===== src/rtl/fetch_pkg.sv =====
// Shared types and constants for the IF-stage fetch sequencer.
package fetch_pkg;

   localparam logic [31:0] FETCH_RESET_PC = 32'hbfc00000;
   localparam int unsigned FETCH_STEP1    = 32'd4;
   localparam int unsigned FETCH_STEP2    = 32'd8;

   typedef enum logic [1:0] {
      IDLE  = 2'd0,
      REQ   = 2'd1,
      RESP  = 2'd2,
      STALE = 2'd3
   } fetch_state_e;

endpackage


===== src/rtl/fetch_seq_ctrl_redirect_sel.sv =====
// Fixed-priority redirect selector: exception beats branch beats full flush.
module redirect_sel
   import fetch_pkg::*;
#(
   parameter int unsigned ADDR_W = 32
) (
   input  logic              is_except_i,
   input  logic [ADDR_W-1:0] except_addr_i,
   input  logic              branch_en_i,
   input  logic              branch_taken_i,
   input  logic [ADDR_W-1:0] branch_addr_i,
   input  logic              flush_all_i,
   input  logic [ADDR_W-1:0] flush_all_addr_i,
   output logic              redir_o,
   output logic [ADDR_W-1:0] redir_tgt_o
);

   logic branch_redir_s;

   assign branch_redir_s = branch_en_i & branch_taken_i;

   // Priority mux over the three redirect sources
   always_comb begin
      redir_o     = is_except_i | branch_redir_s | flush_all_i;
      redir_tgt_o = {ADDR_W{1'b0}};
      if (is_except_i) begin
         redir_tgt_o = except_addr_i;
      end else if (branch_redir_s) begin
         redir_tgt_o = branch_addr_i;
      end else if (flush_all_i) begin
         redir_tgt_o = flush_all_addr_i;
      end else begin
         redir_tgt_o = {ADDR_W{1'b0}};
      end
   end

endmodule


===== src/rtl/fetch_seq_ctrl.sv =====
// IF-stage sequencer: owns the fetch PC, drives the inst bus, squashes stale
// responses after a redirect and hands 1 or 2 instructions to the inst FIFO.
module fetch_seq_ctrl
   import fetch_pkg::*;
#(
   parameter int unsigned       ADDR_W   = 32,
   parameter logic [ADDR_W-1:0] RESET_PC = ADDR_W'(FETCH_RESET_PC)
) (
   input  logic              clk,
   input  logic              rst,
   input  logic              is_except,
   input  logic [ADDR_W-1:0] except_addr,
   input  logic              branch_en,
   input  logic              branch_taken,
   input  logic [ADDR_W-1:0] branch_addr,
   input  logic              flush_all,
   input  logic [ADDR_W-1:0] flush_all_addr,
   input  logic              fifo_full,
   output logic              inst_req,
   output logic [ADDR_W-1:0] inst_addr,
   input  logic              inst_addr_ok,
   input  logic              inst_data_ok,
   input  logic [ADDR_W-1:0] inst_rdata1,
   input  logic [ADDR_W-1:0] inst_rdata2,
   output logic              fetch_valid1,
   output logic              fetch_valid2,
   output logic [ADDR_W-1:0] fetch_inst1,
   output logic [ADDR_W-1:0] fetch_inst2,
   output logic [ADDR_W-1:0] fetch_pc,
   output logic [ADDR_W-1:0] pc_curr,
   output logic              redirect_pend
);

   localparam logic [ADDR_W-1:0] STEP1 = ADDR_W'(FETCH_STEP1);
   localparam logic [ADDR_W-1:0] STEP2 = ADDR_W'(FETCH_STEP2);

   fetch_state_e      state_q, state_d;
   logic [ADDR_W-1:0] pc_q, pc_d;
   logic [ADDR_W-1:0] req_addr_q, req_addr_d;
   logic [ADDR_W-1:0] pend_pc_q, pend_pc_d;
   logic              pend_q, pend_d;

   logic              redir_s;
   logic [ADDR_W-1:0] redir_tgt_s;
   logic [ADDR_W-1:0] nxt_pc_s;
   logic              fv1_s, fv2_s;

   redirect_sel #(.ADDR_W(ADDR_W)) u_redirect_sel (
      .is_except_i      (is_except),
      .except_addr_i    (except_addr),
      .branch_en_i      (branch_en),
      .branch_taken_i   (branch_taken),
      .branch_addr_i    (branch_addr),
      .flush_all_i      (flush_all),
      .flush_all_addr_i (flush_all_addr),
      .redir_o          (redir_s),
      .redir_tgt_o      (redir_tgt_s)
   );

   // An odd-word start only yields one valid slot, so advance by 4 instead of 8
   assign nxt_pc_s = req_addr_q + (req_addr_q[2] ? STEP1 : STEP2);

   // Next-state, PC and pending-redirect logic
   always_comb begin
      state_d    = state_q;
      pc_d       = pc_q;
      req_addr_d = req_addr_q;
      pend_d     = pend_q;
      pend_pc_d  = pend_pc_q;
      fv1_s      = 1'b0;
      fv2_s      = 1'b0;
      case (state_q)
         IDLE: begin
            if (redir_s) begin
               pc_d = redir_tgt_s;
            end else if (pend_q) begin
               pc_d   = pend_pc_q;
               pend_d = 1'b0;
            end else if (!fifo_full) begin
               req_addr_d = pc_q;
               state_d    = REQ;
            end else begin
               state_d = IDLE;
            end
         end
         REQ: begin
            if (redir_s) begin
               pend_pc_d = redir_tgt_s;
               pend_d    = 1'b1;
            end else begin
               pend_d = pend_q;
            end
            if (inst_addr_ok) begin
               state_d = (pend_q | redir_s) ? STALE : RESP;
            end else begin
               state_d = REQ;
            end
         end
         RESP: begin
            if (inst_data_ok && redir_s) begin
               pc_d    = redir_tgt_s;
               state_d = IDLE;
            end else if (inst_data_ok) begin
               fv1_s = 1'b1;
               fv2_s = ~req_addr_q[2];
               pc_d  = nxt_pc_s;
               if (!fifo_full) begin
                  req_addr_d = nxt_pc_s;
                  state_d    = REQ;
               end else begin
                  state_d = IDLE;
               end
            end else if (redir_s) begin
               pend_pc_d = redir_tgt_s;
               pend_d    = 1'b1;
               state_d   = STALE;
            end else begin
               state_d = RESP;
            end
         end
         STALE: begin
            if (redir_s) begin
               pend_pc_d = redir_tgt_s;
               pend_d    = 1'b1;
            end else begin
               pend_pc_d = pend_pc_q;
            end
            // A redirect arriving with the stale response is newer than pend_pc
            if (inst_data_ok) begin
               pc_d    = redir_s ? redir_tgt_s : pend_pc_q;
               pend_d  = 1'b0;
               state_d = IDLE;
            end else begin
               state_d = STALE;
            end
         end
         default: begin
            state_d = IDLE;
         end
      endcase
   end

   // State and PC registers
   always_ff @(posedge clk or negedge rst) begin
      if (!rst) begin
         state_q    <= IDLE;
         pc_q       <= RESET_PC;
         req_addr_q <= RESET_PC;
         pend_pc_q  <= {ADDR_W{1'b0}};
         pend_q     <= 1'b0;
      end else begin
         state_q    <= state_d;
         pc_q       <= pc_d;
         req_addr_q <= req_addr_d;
         pend_pc_q  <= pend_pc_d;
         pend_q     <= pend_d;
      end
   end

   assign inst_req      = (state_q == REQ);
   assign inst_addr     = req_addr_q;
   assign fetch_valid1  = fv1_s;
   assign fetch_valid2  = fv2_s;
   assign fetch_inst1   = inst_rdata1;
   assign fetch_inst2   = inst_rdata2;
   assign fetch_pc      = req_addr_q;
   assign pc_curr       = pc_q;
   assign redirect_pend = pend_q;

endmodule


===== config.mk =====
export PLATFORM = sky130hd
export DESIGN_NAME = fetch_seq_ctrl
export DESIGN_NICKNAME = d
export VERILOG_FILES = /design/src/rtl/fetch_pkg.sv /design/src/rtl/fetch_seq_ctrl_redirect_sel.sv /design/src/rtl/fetch_seq_ctrl.sv
export SDC_FILE = /design/constraint.sdc
export NUM_CORES = 1
export LEC_CHECK = 0
export ABC_AREA = 1
export BUFFER_PORTS_ARGS = -buffer_cell sky130_fd_sc_hd__buf_2
export CAP_MARGIN = 20
export CELL_PAD_IN_SITES_DETAIL_PLACEMENT = 1
export CELL_PAD_IN_SITES_GLOBAL_PLACEMENT = 1
export CORE_MARGIN = 1.5
export CORE_UTILIZATION = 33
export DETAILED_ROUTE_END_ITERATION = 12
export PLACE_DENSITY = 0.94
export SLEW_MARGIN = 30
export SYNTH_ARGS = -nofsm -noshare
export SYNTH_HDL_FRONTEND = slang
export SYNTH_SLANG_ARGS = --single-unit

===== constraint.sdc =====
create_clock -name clk -period 2.4 [get_ports clk]
set_input_delay 0.48 -clock clk [delete_from_list [all_inputs] [get_ports clk]]
set_output_delay 0.48 -clock clk [all_outputs]
set_load 0.005 [all_outputs]

# Word-level counts from Yosys, hierarchy flattened
# Index checks and enable logic that the tools add are counted.
# totals
reg_bits,99
wordCells,78
in_bits,169
output_inout_bits,164
# classes
n_bitwise,5
n_reduce_logical,11
muxes,43
n_eq_ne,13
n_addsub,1
# op_table
op,n
two-way mux 32 bit,17
case mux 32 bit (2 select lines),2
case mux 32 bit (3 select lines),1
adder 32 x 4 -> 32 bit,1
!= test 2 bit (second input constant),8
two-way mux 1 bit,14
two-way mux 2 bit,6
case mux 2 bit (4 select lines),1
AND reduction 7 bit,1
!= test 3 bit (second input constant),2
AND reduction 3 bit,2
equality test 2 bit (second input constant),2
two-way mux 4 bit,1
case mux 1 bit (4 select lines),1
AND reduction 4 bit,1
nonzero test 2 bit,2
bitwise OR 1 bit,3
nonzero test 3 bit,1
equality test 2 x 1 -> 1 bit (second input constant),1
zero test 2 bit,1
AND reduction 2 bit,1
OR reduction 2 bit,1
bitwise AND 1 bit,1
logical AND 1 bit,1
NOT 1 bit,1

# Depth between registers and ports, before layout
# Gate-level depths: netlist (run 1).
# logic_depth
word_depth,7
depth_mapped,13
mapped_depth_nobuf,12

# Hierarchy
# A second synthesis (run 1) with hierarchy kept.
# unflattened
cells_unflattened,1188
area_unflattened_um2,7671.1
# by_module_without_submodules
module,seq_area_each_um2,instances,cells_each,area_per_inst_um2
fetch_seq_ctrl,2499.9,1,943,6661.4
redirect_sel,0.0,1,245,1009.7

# Worst setup path after synthesis (run 1)
# No wires, ideal clock.
# synth_path
path_kind,register to register
from,register state_q[0]
to,register pend_pc_q[12]
t_arrival_ps,1671
setup_slack_ps,612
n_path_buf,4
period_less_slack_ps,1788
setup_time_ps,117
stages_incl_launch_ff,13
t_required_ps,2283
cell_sequence,dfrtp_1 -> inv_1 -> ha_1 -> buf_6 -> nand2_4 -> inv_1 -> buf_2 -> a21oi_4 -> inv_2 -> buf_2 -> buf_6 -> nand2_1 -> nand2_1
# synth_via
elab_chain_cells,4
word_cells_on_any_way,9
classes_between,5 x eq/ne; 1 x mux; 3 x reduce/logical
# synth_rtl
element,line,text
from (decl),fetch_seq_ctrl.sv:37,"fetch_state_e state_q, state_d;"
from (signal assigned),fetch_seq_ctrl.sv:152,state_q <= state_d;
equality test 2 x 1 -> 1 bit / equality test 2 bit (equally long branches),fetch_seq_ctrl.sv:72,case (state_q)
OR reduction 2 bit (no line),n/a,
nonzero test 2 bit (no line),n/a,
AND reduction 3 bit (no line),n/a,
to (signal assigned),fetch_seq_ctrl.sv:149,pend_pc_q <= {ADDR_W{1'b0}};
to (signal assigned),fetch_seq_ctrl.sv:155,pend_pc_q <= pend_pc_d;
to (decl),fetch_seq_ctrl.sv:40,"logic [ADDR_W-1:0] pend_pc_q, pend_pc_d;"
# Several ways; a longest one is shown, not always the timed one.
# A chain may end at the register's enable or synchronous reset.

# Final worst setup path (run 1)
# layout_path
from,register state_q[0]
to,output port fetch_valid2
# layout_via
elab_chain_cells,2
# layout_rtl
element,line,text
equality test 2 bit,fetch_seq_ctrl.sv:72,
two-way mux 1 bit,fetch_seq_ctrl.sv:72,
to (decl),fetch_seq_ctrl.sv:26,"output logic fetch_valid2,"
# Every way passes these cells.

==> impl_metrics.csv, run 1 <==
group,metric,value,unit
flow_run,drv_cap,0,
finish,drive_gt1_share,22.7,%
route,first_pass_iters,5,
setup_path,cp.required,1.92,ns
power,power,11.2,mW
route,route.detailed.drc,0,
synthesis,synthSimpleGateAreaFrac,40.3,%
timing,fin_ws,0.110,ns
global_route,grt_pass1_vias,8855,
setup_path,end_kind,"output pin",
run_status,status,"finished, final reports clean",
die,core_area,0.0233,mm^2
power,peakVddDrop,0.000494,V
placement,dp_slack,0.151,ns
clock_network,cts_root_buffer,"clkbuf_16",
route,drtAntennaViolNets,0,
timing,hold_viol_final,0,
setup_path,cp-start-kind,"register",
setup_path,path_class,"register to output pin",
setup_path,r2r_slack,0.18,ns
synthesis,yosysSeqAreaShare,32.1,%
synthesis,netlist_instances,1219,
hold_path,hp-class,"primary input to async pin",
route,routed_wl,30.0,mm
route,drt_iter0_markers,743,
synthesis,ys_ff_latch,99,
placement,dp_hpwl,23.5,mm
route,via_per_inst,5.24,
placement,placed_area,0.00845,mm^2
finish,stdcell_area,0.00879,mm^2
placement,io_buffers,204,
timing,skew,0.0132,ns
timing,finalSetupTns,0,ns
global_route,grt_max_degree,61,
global_route,antenna_found_initial,1,
clock_network,postCtsHoldBufs,0,
die,dieArea,0.0245,mm^2
global_route,grt_pass1_wl,48.0,mm
global_route,gr-total-overflow,0,
route,routedWlPerCell,18.3,um
global_route,grt_usage,25.2,%
clock_network,ctsHtreeMaxLevel,3,
timing,tightest_slew,0.545,ns
setup_path,arrival,1.81,ns
die,start_util,33.4,%
synthesis,synth_cell_type_count,39,
die,pin_count,333,
setup_path,path_max_fanout,5,
timing,hold_ws,0.0731,ns
clock_network,numClockSinks,99,
route,vias,8593,
synthesis,syn_nets,1394,
finish,nets,1491,
synthesis,synthesis.area,0.00778,mm^2
power,power.density,1280,mW/mm^2
die,die_y,157,um
placement,gp_congestion,0.930,
synthesis,synth_top_family_by_area,"simple AND/OR/NAND/NOR gates",
clock_network,cts_tree,"yes",
clock_network,cts_max_path_buffers,2,
clock_network,cts_buffers,9,
finish,syn_to_final_growth,12.9,%
die,num_rows,56,
synthesis,yosysWarnings,0,
clock_network,clkLatencyLatePin,0.37,ns
timing,setup-violations-final,0,
timing,fmax,437,MHz
timing,period_share,95.4,%
clock_network,path_clk_slew,0.08,ns
power,p_leak,4.57,nW
timing,period_needed,2.29,ns
synthesis,synth-xor-area-share,0.788,%
synthesis,synthAdderAreaFrac,0.964,%
timing,slew_viol_final,0,
synthesis,postSynthAreaPerCell,6.39,um^2
die,dieWidth,157,um
synthesis,synth_mux_area_share,0,%
timing,max_slew_margin,63.3,%
synthesis,synth_compound_area_share,9.02,%
through the flow:
step | util, % | std cells
after floorplan | - | 1219
after global placement | 36.2 | 1620
final | 37.7 | 1641
after detailed placement | 36.2 | 1620
after global routing | 37.6 | 1640
after CTS | 37.5 | 1636
Yosys cell counts (all sizes together):
library cell / instances / share of area [%]
nor2: 147 / 7.3
o21bai: 5 / 0.48
dfstp: 18 / 6.1
nand4: 18 / 1.4
a21oi: 62 / 4.1
ha: 6 / 0.96
nor3: 2 / 0.13
buf: 136 / 12
clkinv: 1 / 0.064
xor2: 3 / 0.34
o211ai: 2 / 0.19
o22ai: 3 / 0.24
xnor2: 4 / 0.45
inv: 73 / 3.6
nand2: 448 / 22
clkbuf: 14 / 0.68
nand3b: 10 / 0.96
a31oi: 3 / 0.24
nand3: 113 / 7.7
or2: 10 / 0.80
o21ai: 58 / 3.7
dfrtp: 81 / 26
and2: 2 / 0.16
path summary, 6_finish.rpt:
check | start | endpoint | depth (start not counted)
worst min-delay path | rst | pc_curr[11] | 1
worst max register to register | state_q[0] | fetch_pc[12] | 9
min in group clk | fifo_full | fetch_pc[0] | 4
worst max-delay path | state_q[0] | fetch_valid2 | 5
worst min register to register | pend_pc_q[18] | pend_pc_q[18] | 2
max in group asynchronous | rst | pc_curr[23] | 2
cell type report:
type,count,area (um^2)
Fill cell,3143,14500
Multi-Input combinational cell,896,3980
Sequential cell,99,2500
Timing Repair Buffer,236,1310
Tap cell,319,399
Inverter,74,287
Clock buffer,11,243
Clock inverter,5,60.1
Antenna cell,1,2.50
critical path, cell delays in order, from the launching register on:
cell	delay, ns
dfrtp_1	0.41
inv_1	0.10
ha_1	0.38
nand2_4	0.12
nor3_1	0.27
buf_2	0.17
cell usage in the layout, fill, tap and decap left out, types with 2 or more instances in the layout:
cell,n
nand2_1,442
buf_2,203
nor2_1,143
nand3_1,110
dfrtp_1,80
inv_1,65
a21oi_1,61
o21ai_0,57
buf_4,29
nand4_1,18
dfstp_2,18
nand3b_1,10
clkbuf_16,9
or2_2,7
inv_2,6
ha_1,6
nand2_2,5
o21bai_1,5
xnor2_1,4
buf_12,4
inv_6,3
o22ai_1,3
xor2_1,3
a31oi_1,3
nand3_4,2
nor3_1,2
nor2_4,2
clkinv_2,2
nor2_2,2
and2_1,2
or2_0,2
o211ai_1,2
timing repair:
item	in CTS	in global routing
buffers inserted	0	4
endpoints found under the setup margin	0	12
gates resized for setup	0	2
cells by family after synthesis:
family,after synthesis
xor+xnor,7
simple gates,750
flops,99
buf+inv,224
fa+ha+maj,6
compound gates,133
flip-flops by register name (all words and copies together) (netlist names):
name and cells:
fetch_pc 32, pc_curr 32, pend_pc_q 32, state_q 2, redirect_pend 1
metal layers:
layer | vias to the layer above | track usage [%] | part of all wire [%]
met3 | 69 | 4.02 | 6.6
met1 | 4179 | 33.6 | 43
met5 | - | 0 | 0
met4 | 0 | 9.25 | 2.8
li1 | 3971 | - | -
met2 | 374 | 41.3 | 47
power by group:
| part | switching, mW | total (mW) | internal [mW] |
|---|---|---|---|
| clock network | 0.708 | 1.55 | 0.845 |
| logic | 3.81 | 6.01 | 2.21 |
| registers | 1.02 | 3.67 | 2.65 |
Note: power is estimated with default switching activity, not from simulation.
==> inputs of run 2 (changes only) <==
--- a/config.mk
+++ b/config.mk
@@ -12,8 +12,10 @@
 export CELL_PAD_IN_SITES_GLOBAL_PLACEMENT = 1
 export CORE_MARGIN = 1.5
 export CORE_UTILIZATION = 33
+export CTS_CLUSTER_DIAMETER = 60
 export DETAILED_ROUTE_END_ITERATION = 12
 export PLACE_DENSITY = 0.94
+export REMOVE_ABC_BUFFERS = 1
 export SLEW_MARGIN = 30
 export SYNTH_ARGS = -nofsm -noshare
 export SYNTH_HDL_FRONTEND = slang
==> run 2 against run 1 <==
First-iteration DRC count shrank 15%. Worst setup slack worse by 0.0057 ns. Die area unchanged. Highest routed layer is now met5. Wire length increased by 17%. Clock skew increased by 0.0010 ns. Global-route usage grew 3.5 points. Cell count stayed put.
==> impl_metrics.csv, run 2 (same netlist as run 1, synthesis figures left out) <==
group,metric,value,unit
die,pin_count,333,
global_route,grt_usage,28.7,%
route,drt_iter0_markers,629,
power,power,11.3,mW
die,dieWidth,157,um
finish,syn_to_final_growth,12.9,%
clock_network,path_clk_slew,0.08,ns
global_route,grt_pass1_vias,9023,
clock_network,postCtsHoldBufs,0,
setup_path,cp-start-kind,"register",
run_status,status,"finished, final reports clean",
placement,dp_hpwl,26.8,mm
clock_network,clkLatencyLatePin,0.37,ns
timing,setup-violations-final,0,
route,vias,8892,
route,route.detailed.drc,0,
power,p_leak,4.58,nW
die,num_rows,56,
setup_path,reg2reg_to,"pc_curr[6]",
timing,max_slew_margin,63.5,%
timing,tightest_slew,0.546,ns
timing,rsz0062_at_grt,"false",
route,routed_wl,35.2,mm
placement,placed_area,0.00847,mm^2
hold_path,hp-class,"primary input to async pin",
die,core_area,0.0233,mm^2
global_route,antenna_found_initial,1,
timing,hold_ws,0.0336,ns
route,drtAntennaViolNets,0,
finish,stdcell_area,0.00879,mm^2
clock_network,numClockSinks,99,
die,start_util,33.4,%
clock_network,cts_root_buffer,"clkbuf_16",
setup_path,path_max_fanout,17,
global_route,grt_max_degree,48,
clock_network,cts_buffers,9,
finish,final_util,37.7,%
power,power.density,1290,mW/mm^2
timing,hold_viol_final,0,
timing,period_needed,2.30,ns
finish,fin_cells,1641,
timing,slew_viol_final,0,
clock_network,cts_max_path_buffers,2,
timing,period_share,95.7,%
die,die_y,157,um
setup_path,cp.required,2.69,ns
die,dieArea,0.0245,mm^2
clock_network,ctsHtreeMaxLevel,3,
placement,gp_congestion,0.896,
timing,fmax,436,MHz
setup_path,r2r_slack,0.10,ns
finish,nets,1491,
finish,final_common_cell,"nand2_1",
flow_run,drv_cap,0,
power,peakVddDrop,0.000503,V
finish,final_cell_mix,"nand2_1 (442), buf_2 (203), nor2_1 (144), nand3_1 (110), dfrtp_1 (81)",
setup_path,ff2ff_path_depth,11,
setup_path,crit-reg2reg-launch,"state_q[0]",
clock_network,cts_tree,"yes",
global_route,gr-total-overflow,0,
route,via_per_inst,5.42,
placement,io_buffers,204,
setup_path,end_kind,"register",
route,first_pass_iters,5,
timing,skew,0.0142,ns
setup_path,arrival,2.58,ns
placement,dp_cells,1624,
global_route,grt_pass1_wl,52.2,mm
setup_path,path_class,"register to register",
finish,drive_gt1_share,22.8,%
route,routedWlPerCell,21.4,um
## run 2: worst max-delay path by stage
| stage | from | to | slack (ns) | cells past startpoint |
|---|---|---|---|---|
| 6_report | state_q[0] | pc_curr[6] | 0.10 | 11 |
| 5_1_grt | state_q[0] | pc_curr[6] | 0.02 | 11 |
| 4_1_cts | state_q[0] | fetch_pc[8] | 0.10 | 10 |
| 3_5_place_dp | is_except | fetch_pc[8] | 0.08 | 11 |
| 3_3_place_gp | is_except | fetch_pc[8] | 0.18 | 11 |
| 2_1_floorplan | state_q[0] | pc_curr[13] | -0.38 | 10 |
## run 2: timing repair
action	4_1_cts	5_1_grt
resized for setup	0	3
hold endpoints to repair	0	0
setup endpoints to repair	0	5
setup buffers	0	0
## run 2: metal layers
| layer | up-vias | GRT usage (%) | wire, um |
|---|---|---|---|
| met5 | - | 6.42 | 165 |
| met4 | 4 | 10.5 | 1110 |
| met3 | 64 | 12.5 | 4220 |
| met2 | 540 | 43.9 | 15500 |
| met1 | 4309 | 35.3 | 14200 |
| li1 | 3975 | - | - |
## run 2: report_power, final
group          switching [mW]  internal, mW  leakage [nW]
clock                   0.737         0.830         0.153
combinational            3.96          2.22          3.25
sequential              0.928          2.65          1.17
total                    5.62          5.70          4.58
## run 2: area by class of cell
cell class                      instances  area [um^2]
Antenna cell                            1         2.50
Clock buffer                            9          225
Clock inverter                          7         85.1
Fill cell                            3128        14500
Inverter                               74          287
Multi-Input combinational cell        896         3990
Sequential cell                        99         2500
Tap cell                              319          399
Timing Repair Buffer                  236         1310
## run 2: per-stage QoR
stage / setup slack (ns) / TNS, ns
finish: 0.104 / 0
global route: 0.0195 / 0
CTS: 0.104 / 0
detailed placement: 0.0843 / 0
global placement: 0.178 / 0
floorplan: -0.379 / -19.01
## run 2: worst max-delay path, cell delays in order, from the launching register on
cell     delay [ns]
dfrtp_1        0.45
inv_1          0.11
ha_2           0.31
nor2_4         0.08
inv_1          0.08
nand2_1        0.09
nand3_4        0.18
nand2_2        0.10
inv_2          0.35
buf_4          0.27
nor2_1         0.06
a21oi_1        0.14
==> inputs of run 3 (changes only) <==
--- a/config.mk
+++ b/config.mk
@@ -5,17 +5,17 @@
 export SDC_FILE = /design/constraint.sdc
 export NUM_CORES = 1
 export LEC_CHECK = 0
-export ABC_AREA = 1
 export BUFFER_PORTS_ARGS = -buffer_cell sky130_fd_sc_hd__buf_2
 export CAP_MARGIN = 20
 export CELL_PAD_IN_SITES_DETAIL_PLACEMENT = 1
 export CELL_PAD_IN_SITES_GLOBAL_PLACEMENT = 1
 export CORE_MARGIN = 1.5
-export CORE_UTILIZATION = 33
+export CORE_UTILIZATION = 34
 export CTS_CLUSTER_DIAMETER = 60
 export DETAILED_ROUTE_END_ITERATION = 12
-export PLACE_DENSITY = 0.94
+export PLACE_DENSITY = 0.93
 export REMOVE_ABC_BUFFERS = 1
+export SKIP_CTS_REPAIR_TIMING = 1
 export SLEW_MARGIN = 30
 export SYNTH_ARGS = -nofsm -noshare
 export SYNTH_HDL_FRONTEND = slang
==> run 3 against run 2 <==
First-iteration DRC count is 78% higher. Non-clock buffer count is 52 higher. Maximum frequency is 3.4% lower. Critical path depth is 3 lower. Via count is 2.8% lower. Synthesized cell count is 25% lower. Wire length is 1.9% higher. Clock skew hardly changed. Combinational power is 9.5% lower. Power is 4.0% lower. Critical endpoint is now pc_curr[27]. Largest power group unchanged. Critical path type unchanged.
==> impl_metrics.csv, run 3 <==
group,metric,value,unit
synthesis,synth_top_area_share,27.6,%
finish,stdcell_area,0.00882,mm^2
timing,setup-violations-final,0,
power,power.density,1230,mW/mm^2
setup_path,ff2ff_path_depth,8,
route,route.detailed.drc,0,
finish,diodes,0,
clock_network,cts_root_buffer,"clkbuf_16",
synthesis,synthFlopType,"dfrtp_1",
power,sw_frac_of_total,45.8,%
power,p_comb_share,51.4,%
clock_network,ctsHtreeMaxLevel,3,
setup_path,cpMaxStageDelayCell,"dfrtp_1",
power,power,10.9,mW
setup_path,cp_top_family,"simple AND/OR/NAND/NOR gates",
synthesis,synthesis.area,0.00735,mm^2
synthesis,netlist_instances,917,
die,pin_count,333,
synthesis,synth_compound_area_share,28.3,%
synthesis,synthSimpleGateAreaFrac,18.4,%
synthesis,yosysSeqAreaShare,34.0,%
finish,nets,1222,
setup_path,reg2reg_to,"pc_curr[27]",
synthesis,synth-xor-area-share,1.79,%
timing,period_share,99.0,%
setup_path,end_kind,"register",
synthesis,postSynthAreaPerCell,8.02,um^2
timing,hold_viol_final,0,
power,p_int,5.89,mW
power,switching_power,4.98,mW
placement,placed_area,0.00844,mm^2
die,die_y,150,um
die,num_rows,53,
setup_path,r2r_slack,0.02,ns
clock_network,numClockSinks,99,
synthesis,ys_ff_latch,99,
route,vias,8641,
power,power_frac_clock,15.4,%
clock_network,clkLatencyLatePin,0.37,ns
global_route,grt_max_degree,46,
global_route,gr-total-overflow,0,
synthesis,synth_area_leaders,"dfrtp_1 (28%), buf_4 (10%), o21ai_0 (7.3%)",
synthesis,synth.most_common_cell,"o21ai_0",
power,p_seq_share,33.3,%
synthesis,synth_edf_count,0,
setup_path,path_max_fanout,8,
die,dieWidth,150,um
global_route,antenna_found_initial,0,
clock_network,cts_buffers,9,
placement,dp_slack,0.0852,ns
finish,num-fill-cells,2630,
finish,final_common_cell,"buf_2",
synthesis,synth_common_cells,"o21ai_0 (107), nand2_1 (106), buf_4 (98)",
timing,tightest_slew,0.772,ns
hold_path,hp-class,"primary input to async pin",
placement,gp_congestion,0.956,
route,via_per_inst,6.51,
timing,period_needed,2.38,ns
route,routedWlPerCell,27.0,um
placement,dp_hpwl,26.7,mm
synthesis,synth_cell_type_count,65,
setup_path,critical_path.most_common_cell,"buf_4",
synthesis,yosysWarnings,0,
global_route,grt_pass1_vias,8424,
route,routed_wl,35.9,mm
setup_path,cp_num_buf_inv,2,
power,peakVddDrop,0.000488,V
global_route,grt_pass1_wl,52.1,mm
setup_path,crit_chain,"ha_1, a21oi_1, buf_4, nor3_2, buf_4, nand4_1, mux2_2, a31oi_1",
synthesis,synth_mux_area_share,2.23,%
finish,drive_gt1_share,32.7,%
timing,finalSetupTns,0,ns
finish,final_cell_mix,"buf_2 (203), o21ai_0 (107), nand2_1 (106), dfrtp_1 (81), buf_4 (77)",
flow_run,drv_cap,0,
route,drt_iter0_markers,1119,
finish,syn_to_final_growth,19.9,%
global_route,grt_usage,31.1,%
run_status,status,"finished, final reports clean",
synthesis,synth_top_family_by_area,"compound AO/OA/AOI/OAI gates",
route,drtAntennaViolNets,0,
synthesis,synthAdderAreaFrac,1.02,%
route,first_pass_iters,7,
finish,final_util,41.8,%
synthesis,yosysTopAreaCell,"dfrtp_1",
placement,io_buffers,204,
power,p_leak,3.83,nW
setup_path,cp-start-kind,"register",
timing,skew,0.0141,ns
die,start_util,34.9,%
setup_path,cpPeakStageDelay,0.42,ns
setup_path,arrival,2.66,ns
die,core_area,0.0211,mm^2
timing,max_slew_margin,48.4,%
setup_path,crit-reg2reg-launch,"fetch_pc[3]",
timing,fmax,421,MHz
die,dieArea,0.0225,mm^2
clock_network,cts_tree,"yes",
setup_path,cp.required,2.69,ns
timing,slew_viol_final,0,
clock_network,path_clk_slew,0.07,ns
synthesis,synthArstFlopShare,100,%
clock_network,cts_max_path_buffers,2,
timing,fin_ws,0.0238,ns
setup_path,path_class,"register to register",
==> run 3: cells by family (layout without fill, tap and decap cells) <==
kind of cell,count (synthesis),after routing
flops,99,99
fa+ha+maj,6,6
compound gates,323,323
xor+xnor,15,15
simple gates,281,281
mux,16,16
buf+inv,177,312
==> run 3: routing by layer <==
layer,GRT usage (%),vias to the layer above,part of all wire (%)
li1,-,3553,-
met1,40.8,4241,40
met2,45.3,731,43
met3,12.8,110,13
met4,9.90,6,2.8
met5,7.73,-,0.58
==> run 3: cell type report <==
class                           instances  area [um^2]  area share [%]
Clock buffer                           12          246            2.80
Clock inverter                          4         73.8           0.837
Inverter                                8         30.0           0.341
Multi-Input combinational cell        641         3880            44.0
Sequential cell                        99         2500            28.4
Tap cell                              275          344            3.90
Timing Repair Buffer                  288         1750            19.8
==> run 3: metrics by stage <==
| stage | hold slack [ns] | instances |
|---|---|---|
| 2_1_floorplan | 0.184 | 748 |
| 3_3_place_gp | 0.461 | 1310 |
| 3_5_place_dp | 0.473 | 1310 |
| 4_1_cts | 0.172 | 1326 |
| 5_1_grt | 0.186 | 1327 |
| 6_report | 0.147 | 1327 |
==> run 3: power groups by stage <==
| stage | sequential, mW | clock (mW) | combinational [mW] |
|---|---|---|---|
| floorplan | 3.43 | 0 | 2.56 |
| global placement | 3.50 | 0 | 5.08 |
| detailed placement | 3.57 | 0 | 5.33 |
| CTS | 3.55 | 1.66 | 5.46 |
| global route | 3.70 | 1.72 | 6.02 |
| finish | 3.61 | 1.67 | 5.59 |
==> run 3: worst max-delay path by stage <==
stage | start | to | slack [ns] | cells after the start
6_report | fetch_pc[3] | pc_curr[27] | 0.02 | 8
2_1_floorplan | state_q[0] | fetch_pc[5] | -1.04 | 6
3_5_place_dp | branch_en | pc_curr[25] | 0.09 | 7
5_1_grt | state_q[1] | fetch_pc[17] | -0.03 | 8
4_1_cts | state_q[0] | fetch_valid2 | -0.08 | 6
3_3_place_gp | branch_en | pc_curr[25] | 0.07 | 7
